`config.mk`:
```
export PLATFORM = sky130hd
export DESIGN_NAME = arr_check_seq
export DESIGN_NICKNAME = d
export VERILOG_FILES = /design/src/rtl/arr_check_seq.sv
export SDC_FILE = /design/constraint.sdc
export NUM_CORES = 1
export LEC_CHECK = 0
export ABC_AREA = 1
export BUFFER_PORTS_ARGS = -buffer_cell sky130_fd_sc_hd__buf_4
export CORE_MARGIN = 2
export CORE_UTILIZATION = 41
export CTS_BUF_LIST = sky130_fd_sc_hd__clkbuf_4 sky130_fd_sc_hd__clkbuf_8 sky130_fd_sc_hd__clkbuf_16
export CTS_CLUSTER_DIAMETER = 50
export DETAILED_ROUTE_END_ITERATION = 10
export GPL_ROUTABILITY_DRIVEN = 0
export PLACE_DENSITY_LB_ADDON = 0.15
export SYNTH_ARGS = -nofsm -noshare
export SYNTH_HDL_FRONTEND = slang
export SYNTH_SLANG_ARGS = --single-unit
```
`constraint.sdc`:
```
create_clock -name clk -period 2.65 [get_ports clk]
set_clock_uncertainty 0.2 [all_clocks]
set_input_delay 0.265 -clock clk [delete_from_list [all_inputs] [get_ports clk]]
set_output_delay 0.265 -clock clk [all_outputs]
set_load 0.03 [all_outputs]
```
`src/rtl/arr_check_seq.sv`:
```
// Stimulus sequencer walking NLANES arr checker lanes with sig/rfr patterns.
// Optional ARR_CHECK_SEQ_TIMEOUT_EN adds a WAIT timeout and timeout_o.
module arr_check_seq #(
  parameter int unsigned WIDTH  = 32,
  parameter int unsigned NLANES = 8,
  parameter logic [31:0] SEED   = 32'h1,
  parameter logic [31:0] STEP   = 32'h9E3779B9
) (
  input  logic                       clk,
  input  logic                       reset_l,
  input  logic                       start_i,
  input  logic                       inject_en_i,
  input  logic [$clog2(NLANES):0]    inject_lane_i,
  output logic [$clog2(NLANES):0]    lane_o,
  output logic [WIDTH-1:0]           sig_o,
  output logic [WIDTH-1:0]           rfr_o,
  output logic                       check_o,
  input  logic                       check_i,
  input  logic                       mismatch_i,
  output logic                       busy_o,
  output logic                       done_o,
`ifdef ARR_CHECK_SEQ_TIMEOUT_EN
  output logic                       timeout_o,
`endif
  output logic [7:0]                 err_count_o
);

  localparam int unsigned LW = $clog2(NLANES) + 1;
  localparam logic [WIDTH-1:0] P_SEED = WIDTH'(SEED);
  localparam logic [WIDTH-1:0] P_STEP = WIDTH'(STEP);
  localparam logic [LW-1:0]    P_LAST = LW'(NLANES - 1);

  typedef enum logic [2:0] {
    S_IDLE,
    S_LOAD,
    S_PULSE,
    S_WAIT,
    S_DONE
  } state_t;

  state_t          r_state;
  logic [WIDTH-1:0] r_pat;
  logic            r_inj_en;
  logic [LW-1:0]   r_inj_lane;
  logic            r_first;
  logic            r_counted;

  logic [LW-1:0]    w_nxt_lane;
  logic [WIDTH-1:0] w_nxt_pat;
  logic             w_last;
  logic             w_flip0;
  logic             w_flip;
  logic             w_exit;
  logic             w_tmo;
  logic             w_adv;
  logic             w_inc;
  logic [7:0]       w_err_sat;

  assign w_nxt_lane = lane_o + LW'(1);
  assign w_nxt_pat  = r_pat + P_STEP;
  assign w_last     = (lane_o == P_LAST);
  assign w_flip0    = inject_en_i && (inject_lane_i == '0);
  assign w_flip     = r_inj_en && (r_inj_lane == w_nxt_lane);
  // Exit needs a low readback, but never on the first WAIT cycle
  assign w_exit     = !check_i && !r_first;

`ifdef ARR_CHECK_SEQ_TIMEOUT_EN
  logic [15:0] r_wcnt;
  assign w_tmo = check_i && (r_wcnt == 16'hFFFF);
`else
  assign w_tmo = 1'b0;
`endif

  assign w_adv     = w_exit || w_tmo;
  assign w_inc     = !r_counted && ((check_i && mismatch_i) || w_tmo);
  assign w_err_sat = (err_count_o == 8'hFF) ? err_count_o
                                            : err_count_o + 8'd1;

  always_ff @(posedge clk or negedge reset_l) begin
    if (!reset_l) begin
      r_state     <= S_IDLE;
      r_pat       <= '0;
      r_inj_en    <= 1'b0;
      r_inj_lane  <= '0;
      r_first     <= 1'b0;
      r_counted   <= 1'b0;
      lane_o      <= '0;
      sig_o       <= '0;
      rfr_o       <= '0;
      check_o     <= 1'b0;
      busy_o      <= 1'b0;
      done_o      <= 1'b0;
      err_count_o <= '0;
`ifdef ARR_CHECK_SEQ_TIMEOUT_EN
      r_wcnt      <= '0;
      timeout_o   <= 1'b0;
`endif
    end else begin
      check_o <= 1'b0;
      done_o  <= 1'b0;
`ifdef ARR_CHECK_SEQ_TIMEOUT_EN
      timeout_o <= 1'b0;
`endif
      unique case (r_state)
        S_IDLE: begin
          if (start_i) begin
            r_inj_en    <= inject_en_i;
            r_inj_lane  <= inject_lane_i;
            lane_o      <= '0;
            r_pat       <= P_SEED;
            sig_o       <= P_SEED;
            rfr_o       <= P_SEED ^ WIDTH'(w_flip0);
            err_count_o <= '0;
            busy_o      <= 1'b1;
            r_state     <= S_LOAD;
          end
        end
        S_LOAD: begin
          check_o <= 1'b1;
          r_state <= S_PULSE;
        end
        S_PULSE: begin
          r_first   <= 1'b1;
          r_counted <= 1'b0;
`ifdef ARR_CHECK_SEQ_TIMEOUT_EN
          r_wcnt    <= '0;
`endif
          r_state   <= S_WAIT;
        end
        S_WAIT: begin
          r_first <= 1'b0;
`ifdef ARR_CHECK_SEQ_TIMEOUT_EN
          r_wcnt    <= r_wcnt + 16'd1;
          timeout_o <= w_tmo;
`endif
          if (w_inc) begin
            err_count_o <= w_err_sat;
            r_counted   <= 1'b1;
          end
          if (w_adv) begin
            if (w_last) begin
              done_o  <= 1'b1;
              r_state <= S_DONE;
            end else begin
              lane_o  <= w_nxt_lane;
              r_pat   <= w_nxt_pat;
              sig_o   <= w_nxt_pat;
              rfr_o   <= w_nxt_pat ^ WIDTH'(w_flip);
              r_state <= S_LOAD;
            end
          end
        end
        S_DONE: begin
          busy_o  <= 1'b0;
          r_state <= S_IDLE;
        end
        default: r_state <= S_IDLE;
      endcase
    end
  end

endmodule

```
==> results.py, run 1 <==
metrics = {
    "worst_setup_path": {
        "cp-start-kind": "flop",
        "crit_type": "flop to flop",
        "end_kind": "flop",
        "required_ns": 2.69,
        "crit_fanout": 25,
        "crit_arrival_ns": 2.15,
    },
    "sta": {
        "max_slew_margin_pct": 49.80,
        "holdWs_ns": 0.01031,
        "rsz0062_at_grt": "false",
        "drv_slew": 0,
        "worst_slew_pin_slew_ns": 0.7530,
        "setup_tns_ns": 0,
        "period_share_pct": 79.87,
        "setup_viol": 0,
        "hold_viol": 0,
        "fmax_ghz": 0.4725,
        "setup_slack_ns": 0.5334,
        "min_period_ns": 2.117,
    },
    "route": {
        "drc": 0,
        "postRouteAntennaNets": 0,
        "via_per_inst": 4.992,
        "vias": 3779,
        "drt_iter0_markers": 196,
        "routed_wl_um": 10190,
        "firstDrtPassIters": 5,
        "wire_per_inst_um": 13.46,
    },
    "clocking": {
        "cts.sinks": 58,
        "cts_tree": "built",
        "postCtsSetupRepairBufs": 0,
        "numCtsBuffers": 9,
        "clock_latency_ns": 0.35,
        "clockBufferDepth": 2,
        "clk_pin_slew_ns": 0.07,
        "cts-root-buf": "clkbuf_8",
        "htree_levels": 3,
    },
    "logic_synthesis": {
        "synth-edff-count": 0,
        "yosysWarnings": 0,
        "synth-async-reset-ratio_pct": 100.0,
        "ys_types": 37,
        "syn_area_um2": 3885,
        "synth_top_area_share_pct": 37.36,
        "ys_top_cells_by_count": "nand2_1, nor2_1, inv_1",
        "yosys.area.top_type": "dfrtp_1",
        "syn_nets": 590,
        "yosys_most_used_dff": "dfrtp_1",
        "synth.avg_cell_area_um2": 6.733,
        "yosysMostFrequentCell": "nand2_1",
        "synthCells": 577,
        "synthTopCellsByArea": "dfrtp_1, nand2_1, nor2_1",
        "synth_seq_cells": 58,
        "synth_seq_area_share_pct": 37.36,
    },
    "floorplanning": {
        "die_x_um": 101.3,
        "start_util_pct": 42.24,
        "die_area_um2": 10270,
        "coreArea_um2": 9196,
        "pin_count": 89,
        "die_h_um": 101.3,
        "num_rows": 35,
    },
    "place": {
        "io_buffers": 88,
        "pre_cts_ws_ns": 0.5582,
        "dpl.hpwl_um": 7595,
        "dpl.cell_count": 737,
    },
    "pwr": {
        "combPwrFrac_pct": 59.6,
        "finalPower_uw": 6964,
        "pwr-share-clk_pct": 14.2,
        "leakage_uw": 0.002536,
        "p_sw_uw": 3741,
        "ir_worst_vdd_uv": 679.9,
        "pwr-share-seq_pct": 26.2,
        "powerDensity_nw_per_um2": 1491,
        "netSwitchingFraction_pct": 53.71,
        "p_int_uw": 3224,
    },
    "run_status": {
        "status": "finished clean",
    },
    "min_path": {
        "hp-class": "input port to flop",
    },
    "cells_and_area": {
        "area_growth_syn_to_layout_pct": 20.19,
        "drive_gt1_share_pct": 18.73,
        "nNetsFinal": 654,
        "fin_cells": 757,
        "n_antenna_cell": 0,
    },
    "global_route": {
        "grt_pass1_vias": 3620,
        "antenna_found_initial": 0,
        "grt_max_degree": 59,
        "grt-ovfl-total": 0,
        "grt_usage_pct": 20.97,
        "grt_pass1_wl_um": 16930,
    },
    "flow_run": {
        "cap_violations": 0,
    },
}
==> power groups by stage <==
stage	Clock (µW)	Sequential [µW]	Combinational, µW
floorplan	0	2300	2580
global placement	0	1830	4110
detailed placement	0	1840	4140
CTS	1000	1830	4160
global route	1040	1920	4570
finish	987	1830	4150
==> cell type report <==
class / instances / area (µm²)
Timing Repair Buffer: 93 / 708.2
Multi-Input combinational cell: 404 / 1854
Clock buffer: 12 / 158.9
Sequential cell: 58 / 1451
Clock inverter: 4 / 73.82
Inverter: 75 / 284.0
Fill cell: 943 / 4527
Tap cell: 111 / 138.9
==> path summary, 6_finish.rpt <==
kind	from	to	slack [ns]	depth (start not counted)
setup / recovery	lane_o[0]	rfr_o[10]	0.53	9
hold / removal	inject_lane_i[3]	r_inj_lane[3]	0.01	3
setup reg to reg	lane_o[0]	rfr_o[10]	0.53	9
min in group asynchronous	reset_l	rfr_o[4]	0.32	2
hold reg to reg	r_state[2]	check_o	0.28	1
max in group asynchronous	reset_l	err_count_o[6]	1.42	2
==> critical path: stages, from the launching register on <==
cell and delay, ns:
dfrtp_1 0.45, ha_1 0.25, nand2_1 0.08, nor2_1 0.05
nand2_1 0.15, nand2_4 0.22, inv_4 0.28, nand2_1 0.10
o21ai_0 0.17, inv_1 0.05
==> routing by layer <==
layer | up-vias | GRT usage, % | wire length (µm)
met5 | - | 0 | 0
met4 | 0 | 7.692 | 238
met3 | 19 | 4.072 | 515
met2 | 119 | 33.77 | 4652
met1 | 1707 | 28.11 | 4785
li1 | 1934 | - | -
==> kinds of logic after synthesis <==
kind of cell	Yosys count	synth area share (%)
simple gates	321	34.85
fa+ha+maj	3	0.9663
flops	58	37.36
xor+xnor	5	1.127
compound gates	75	10.79
buf+inv	115	14.91
==> layout by cell type (no fill, tap or decap), drive strengths merged, types with 10 or more instances in the layout <==
master and count:
o21ai 29, nand4 10, inv 75, dfrtp 58, a21oi 34, buf 89, clkbuf 12, nand2 169
nand3 41, nor2 91
==> sequential cells by signal, indices dropped and copies added (netlist names) <==
| name | count |
|---|---|
| rfr_o | 31 |
| err_count_o | 8 |
| lane_o | 4 |
| r_inj_lane | 4 |
| r_state | 3 |
| r_pat | 2 |
| busy_o | 1 |
| check_o | 1 |
| done_o | 1 |
| r_counted | 1 |
| r_first | 1 |
| r_inj_en | 1 |
==> metrics by stage <==
step,area (µm²),utilization [%]
2_1_floorplan,3885,-
3_3_place_gp,4397,47.81
3_5_place_dp,4397,47.81
4_1_cts,4669,50.78
5_1_grt,4669,50.78
6_report,4669,50.78
==> repair_timing <==
action | 4_1_cts | 5_1_grt
resized for setup | 0 | 0
hold buffers | 4 | 0
endpoints found under the hold margin | 61 | 0
(Power assumes the default switching activity.)
==> run 2: changes to the inputs <==
clock period = 2 ns   (was 2.65 ns; I/O delays follow)
==> run 2 against run 1 <==
  * First-iteration DRC count increased by 17%
  * Clock power increased by 31%
  * Sequential cell count unchanged
  * Die area unchanged
  * Global-route usage about the same
  * Clock-buffer cell count unchanged
  * Via count increased by 5.4%
  * Sequential share of layout area decreased by 2.0 points
  * Critical endpoint is now r_pat[31]
==> results.py, run 2 (same netlist as run 1, synthesis figures left out) <==
metrics = {
    "worst_setup_path": {
        "crit_type": "flop to flop",
        "end_kind": "flop",
        "path_buf_inv": 3,
        "critPathMaxStageDelay_ns": 0.40,
        "crit_arrival_ns": 1.91,
        "critPathSlowestCell": "dfrtp_1",
        "path_common_cell": "nand2_1",
        "crit_path_cell_trace": "inv_2 -> nand2_2 -> nor2_8 -> buf_12 -> nand2_2 -> buf_4 -> nand3_1 -> nor2_1 -> nand2_1 -> nand2_1 -> nand2_1 -> nor2_1",
        "required_ns": 2.04,
        "cp-start-kind": "flop",
        "crit_family": "simple AND/OR/NAND/NOR gates",
        "crit_fanout": 4,
    },
    "cells_and_area": {
        "reg_top3": "rfr_o: 31 flops, err_count_o: 8 flops",
        "final_common_cell": "nand2_1",
        "n_antenna_cell": 0,
        "fillers": 888,
        "seq_area_um2": 1456,
        "drive_gt1_share_pct": 24.96,
        "final_cell_mix": "nand2_1, buf_4, nor2_1",
        "largest_reg_flops": 31,
        "largest-register": "rfr_o",
        "fin_cells": 788,
        "multiInputGateArea_um2": 1911,
        "nNetsFinal": 685,
        "area_growth_syn_to_layout_pct": 28.73,
    },
    "global_route": {
        "grt_pass1_wl_um": 17130,
        "grt_max_degree": 59,
        "use_met1_pct": 28.08,
        "grt_usage_pct": 20.98,
        "met3_usage_pct": 3.865,
        "antenna_found_initial": 0,
        "busiest_layer": "met2",
        "grt_pass1_vias": 3736,
        "grt-ovfl-total": 0,
        "grt_util_met2_pct": 34.69,
    },
    "floorplanning": {
        "die_h_um": 101.3,
        "num_rows": 35,
        "die_area_um2": 10270,
        "start_util_pct": 42.24,
        "pin_count": 89,
        "coreArea_um2": 9196,
        "die_x_um": 101.3,
    },
    "run_status": {
        "status": "finished clean",
    },
    "min_path": {
        "hp-class": "input port to flop",
    },
    "pwr": {
        "ir_worst_vdd_uv": 925.8,
        "leakage_uw": 0.002681,
        "powerDensity_nw_per_um2": 1942,
    },
    "sta": {
        "fmax_ghz": 0.5337,
        "min_period_ns": 1.874,
        "drv_slew": 0,
        "setup_tns_ns": 0,
        "worst_slew_pin_slew_ns": 0.7609,
        "hold_viol": 0,
        "period_share_pct": 93.68,
        "setup_viol": 0,
        "max_slew_margin_pct": 49.27,
        "holdWs_ns": 0.06910,
        "rsz0062_at_grt": "true",
    },
    "place": {
        "io_buffers": 88,
        "dpl.cell_count": 755,
        "dpl.hpwl_um": 7749,
    },
    "clocking": {
        "cts_tree": "built",
        "cts-root-buf": "clkbuf_8",
        "htree_levels": 3,
        "numCtsBuffers": 9,
        "clockBufferDepth": 2,
        "clk_pin_slew_ns": 0.07,
        "clock_latency_ns": 0.35,
        "cts.sinks": 58,
    },
    "route": {
        "via_per_inst": 5.053,
        "routed_wl_um": 10400,
        "drc": 0,
        "firstDrtPassIters": 5,
        "vias": 3982,
        "wire_per_inst_um": 13.20,
        "postRouteAntennaNets": 0,
        "drt_iter0_markers": 229,
    },
    "flow_run": {
        "cap_violations": 0,
    },
}
==> run 2: cell types whose count changed in the layout (fill, tap and decap cells not counted), moves of 2 or more <==
cell | previous run | this run
dfrtp_2 | 0 | 4
nand3_1 | 40 | 38
nand2_1 | 163 | 159
dfrtp_1 | 58 | 54
dlygate4sd3_1 | 4 | 8
nor2_2 | 2 | 8
inv_1 | 72 | 69
buf_4 | 89 | 114
nand2_2 | 3 | 7
nor2_1 | 88 | 81
nand3_2 | 1 | 3
==> run 2: power breakdown <==
part           leakage [µW]  internal [µW]  switching (µW)
Sequential         0.000711           1690             659
Combinational       0.00185           2160            3910
Clock              0.000120            784             503
==> run 2: worst paths after layout <==
kind	slack (ns)	startpoint	cells after the start	endpoint
worst max-delay path	0.13	r_state[2]	12	r_pat[31]
max in group asynchronous	0.80	reset_l	2	rfr_o[7]
worst min register to register	0.30	r_inj_en	2	r_inj_en
worst min-delay path	0.07	mismatch_i	3	r_counted
min in group asynchronous	0.27	reset_l	2	check_o
worst max register to register	0.13	r_state[2]	12	r_pat[31]
==> run 2: repair_timing <==
| action | 4_1_cts | 5_1_grt |
|---|---|---|
| setup buffers | 0 | 9 |
| setup endpoints to repair | 1 | 31 |
| pin swaps | 0 | 2 |
| endpoints found under the hold margin | 67 | 0 |
| hold buffers | 8 | 0 |
| gates resized for setup | 1 | 27 |
==> run 2: metrics by stage <==
| stage | instance area [µm²] | util, % | setup WS, ns | power [µW] |
|---|---|---|---|---|
| 2_1_floorplan | 3885 | - | 0.08195 | 6475 |
| 3_3_place_gp | 4532 | 49.28 | 0.07580 | 8094 |
| 3_5_place_dp | 4532 | 49.28 | 0.003959 | 8154 |
| 4_1_cts | 4847 | 52.71 | 0.03030 | 9496 |
| 5_1_grt | 5001 | 54.38 | -0.03411 | 10470 |
| 6_report | 5001 | 54.38 | 0.1264 | 9710 |
==> run 2: tightest hold or removal path, cell delays in order <==
cell,delay (ns)
buf_4,0.11
nand3_1,0.15
o21ai_0,0.10
==> run 2: layout make-up <==
cell class | count | share of cell area (%)
multi-input combinational | 404 | 38.20
timing repair buffer | 124 | 19.34
sequential | 58 | 29.12
inverter | 75 | 5.904
clock inverter | 4 | 1.476
tap | 111 | 2.777
clock buffer | 12 | 3.177
==> run 2: per-layer routing <==
layer / vias up / wire length, µm
met2: 123 / 4819
met4: 0 / 118
met3: 13 / 551
met1: 1861 / 4912
li1: 1985 / -
met5: - / 0
==> run 3: changes to the inputs <==
CORE_UTILIZATION = 50   (was 41)
GPL_ROUTABILITY_DRIVEN = unset   (was 0)
==> run 3 against run 2 <==
  * Via count is 1.4% lower
  * Total power is 0.18% lower
  * Global-route usage is 5.3 points higher
  * Non-clock buffer count is 5 lower
  * Critical endpoint is now rfr_o[25]
  * Largest power group unchanged
==> results.py, run 3 (same netlist as run 1, synthesis figures left out) <==
metrics = {
    "clocking": {
        "clockBufferDepth": 2,
        "clock_latency_ns": 0.36,
        "clk_pin_slew_ns": 0.08,
        "numCtsBuffers": 9,
        "cts.sinks": 58,
        "cts_tree": "built",
        "htree_levels": 3,
        "cts-root-buf": "clkbuf_8",
    },
    "cells_and_area": {
        "final_cell_mix": "nand2_1, buf_4, nor2_1",
        "nNetsFinal": 681,
        "n_antenna_cell": 0,
        "fillers": 712,
        "final_common_cell": "nand2_1",
        "largest_reg_flops": 31,
        "area_growth_syn_to_layout_pct": 27.73,
        "largest-register": "rfr_o",
        "drive_gt1_share_pct": 25.85,
        "finish.utilization_pct": 65.23,
        "reg_top3": "rfr_o: 31 flops, err_count_o: 8 flops",
    },
    "pwr": {
        "powerDensity_nw_per_um2": 1953,
        "leakage_uw": 0.002650,
        "ir_worst_vdd_uv": 876.8,
        "finalPower_uw": 9693,
    },
    "floorplanning": {
        "die_x_um": 92.15,
        "start_util_pct": 51.07,
        "die_area_um2": 8491,
        "pin_count": 89,
        "die_h_um": 92.15,
        "num_rows": 32,
        "coreArea_um2": 7607,
    },
    "place": {
        "dpl.hpwl_um": 7721,
        "gp_congestion": 0.9741,
        "pre_cts_ws_ns": 0.004445,
        "io_buffers": 88,
    },
    "worst_setup_path": {
        "crit_type": "flop to flop",
        "required_ns": 2.04,
        "reg2regPathDepth": 11,
        "r2r-start": "r_state[2]",
        "timing.rr.end": "rfr_o[25]",
        "crit_arrival_ns": 1.94,
        "crit_fanout": 6,
        "cp-start-kind": "flop",
        "regToRegSetupSlack_ns": 0.10,
        "end_kind": "flop",
    },
    "global_route": {
        "grt_pass1_vias": 3609,
        "grt-ovfl-total": 0,
        "grt_max_degree": 59,
        "antenna_found_initial": 0,
        "grt_usage_pct": 26.24,
        "grt_pass1_wl_um": 17600,
    },
    "sta": {
        "fmax_ghz": 0.5277,
        "setup_slack_ns": 0.1049,
        "drv_slew": 0,
        "period_share_pct": 94.76,
        "hold_viol": 0,
        "setup_viol": 0,
        "holdWs_ns": 0.2487,
        "worst_slew_pin_slew_ns": 0.7378,
        "rsz0062_at_grt": "true",
        "min_period_ns": 1.895,
        "max_slew_margin_pct": 50.82,
    },
    "route": {
        "routed_wl_um": 10680,
        "drt_iter0_markers": 286,
        "drc": 0,
        "wire_per_inst_um": 13.77,
        "postRouteAntennaNets": 0,
        "via_per_inst": 5.067,
        "vias": 3927,
        "firstDrtPassIters": 5,
    },
    "run_status": {
        "status": "finished clean",
    },
    "flow_run": {
        "cap_violations": 0,
    },
    "min_path": {
        "hp-class": "input port to async pin",
    },
}
run 3: cell types whose count changed in the layout (fill, tap and decap cells not counted), sizes merged:
cell and change:
clkinv +2, inv +1, clkbuf -3, nand2 +1, buf -6, dlygate4sd3 +1
run 3: per-stage QoR:
step | setup TNS (ns) | cell area (µm²) | instances
global placement | 0 | 4476 | 740
finish | 0 | 4962 | 775
global route | -0.1222 | 4962 | 775
floorplan | 0 | 3885 | 577
CTS | 0 | 4795 | 765
detailed placement | 0 | 4476 | 740
run 3: final cells by class:
| class | count | area [µm²] | area share (%) |
|---|---|---|---|
| clock buffer | 9 | 123.9 | 2.496 |
| clock inverter | 7 | 102.6 | 2.068 |
| inverter | 75 | 296.5 | 5.976 |
| multi-input combinational | 405 | 1917 | 38.63 |
| sequential | 58 | 1463 | 29.48 |
| tap | 102 | 127.6 | 2.572 |
| timing repair buffer | 119 | 932.1 | 18.78 |
run 3: report_power, final:
group	internal, µW	switching, µW	leakage, µW
Sequential	1700	703	0.000706
Clock	711	552	0.000110
Combinational	2110	3920	0.00183
run 3: worst max-delay path by stage:
stage | start | to | slack (ns) | depth (start not counted)
3_5_place_dp | r_state[2] | rfr_o[10] | 0.004 | 10
3_3_place_gp | r_state[2] | rfr_o[10] | 0.07 | 10
5_1_grt | r_state[2] | rfr_o[10] | -0.03 | 11
4_1_cts | r_state[2] | err_count_o[6] | 0.03 | 11
2_1_floorplan | lane_o[0] | rfr_o[25] | 0.08 | 9
6_report | r_state[2] | rfr_o[25] | 0.10 | 11
run 3: critical path: stages, from the launching register on:
cell     delay, ns
dfrtp_1       0.41
inv_2         0.10
nand2_4       0.08
nor2_8        0.19
nand2_4       0.09
nand2_4       0.11
nand2_4       0.11
buf_12        0.16
nor2_1        0.13
nand3_1       0.09
nand2_1       0.06
nor2_1        0.04
run 3: repair_timing:
| item | in CTS | in global routing |
|---|---|---|
| resized for setup | 1 | 37 |
| hold buffers | 9 | 0 |
| setup buffers | 0 | 9 |
| hold endpoints to repair | 68 | 0 |
| setup endpoints to repair | 1 | 35 |
| pin swaps | 0 | 3 |
| gates cloned | 0 | 1 |
run 3: metal layers:
| layer | share of wire (%) | up-vias | global-route usage (%) |
|---|---|---|---|
| met4 | 2.0 | 0 | 9.826 |
| met3 | 5.6 | 20 | 5.177 |
| met1 | 46 | 1797 | 36.12 |
| li1 | - | 1981 | - |
| met5 | 0 | - | 0 |
| met2 | 47 | 129 | 41.05 |
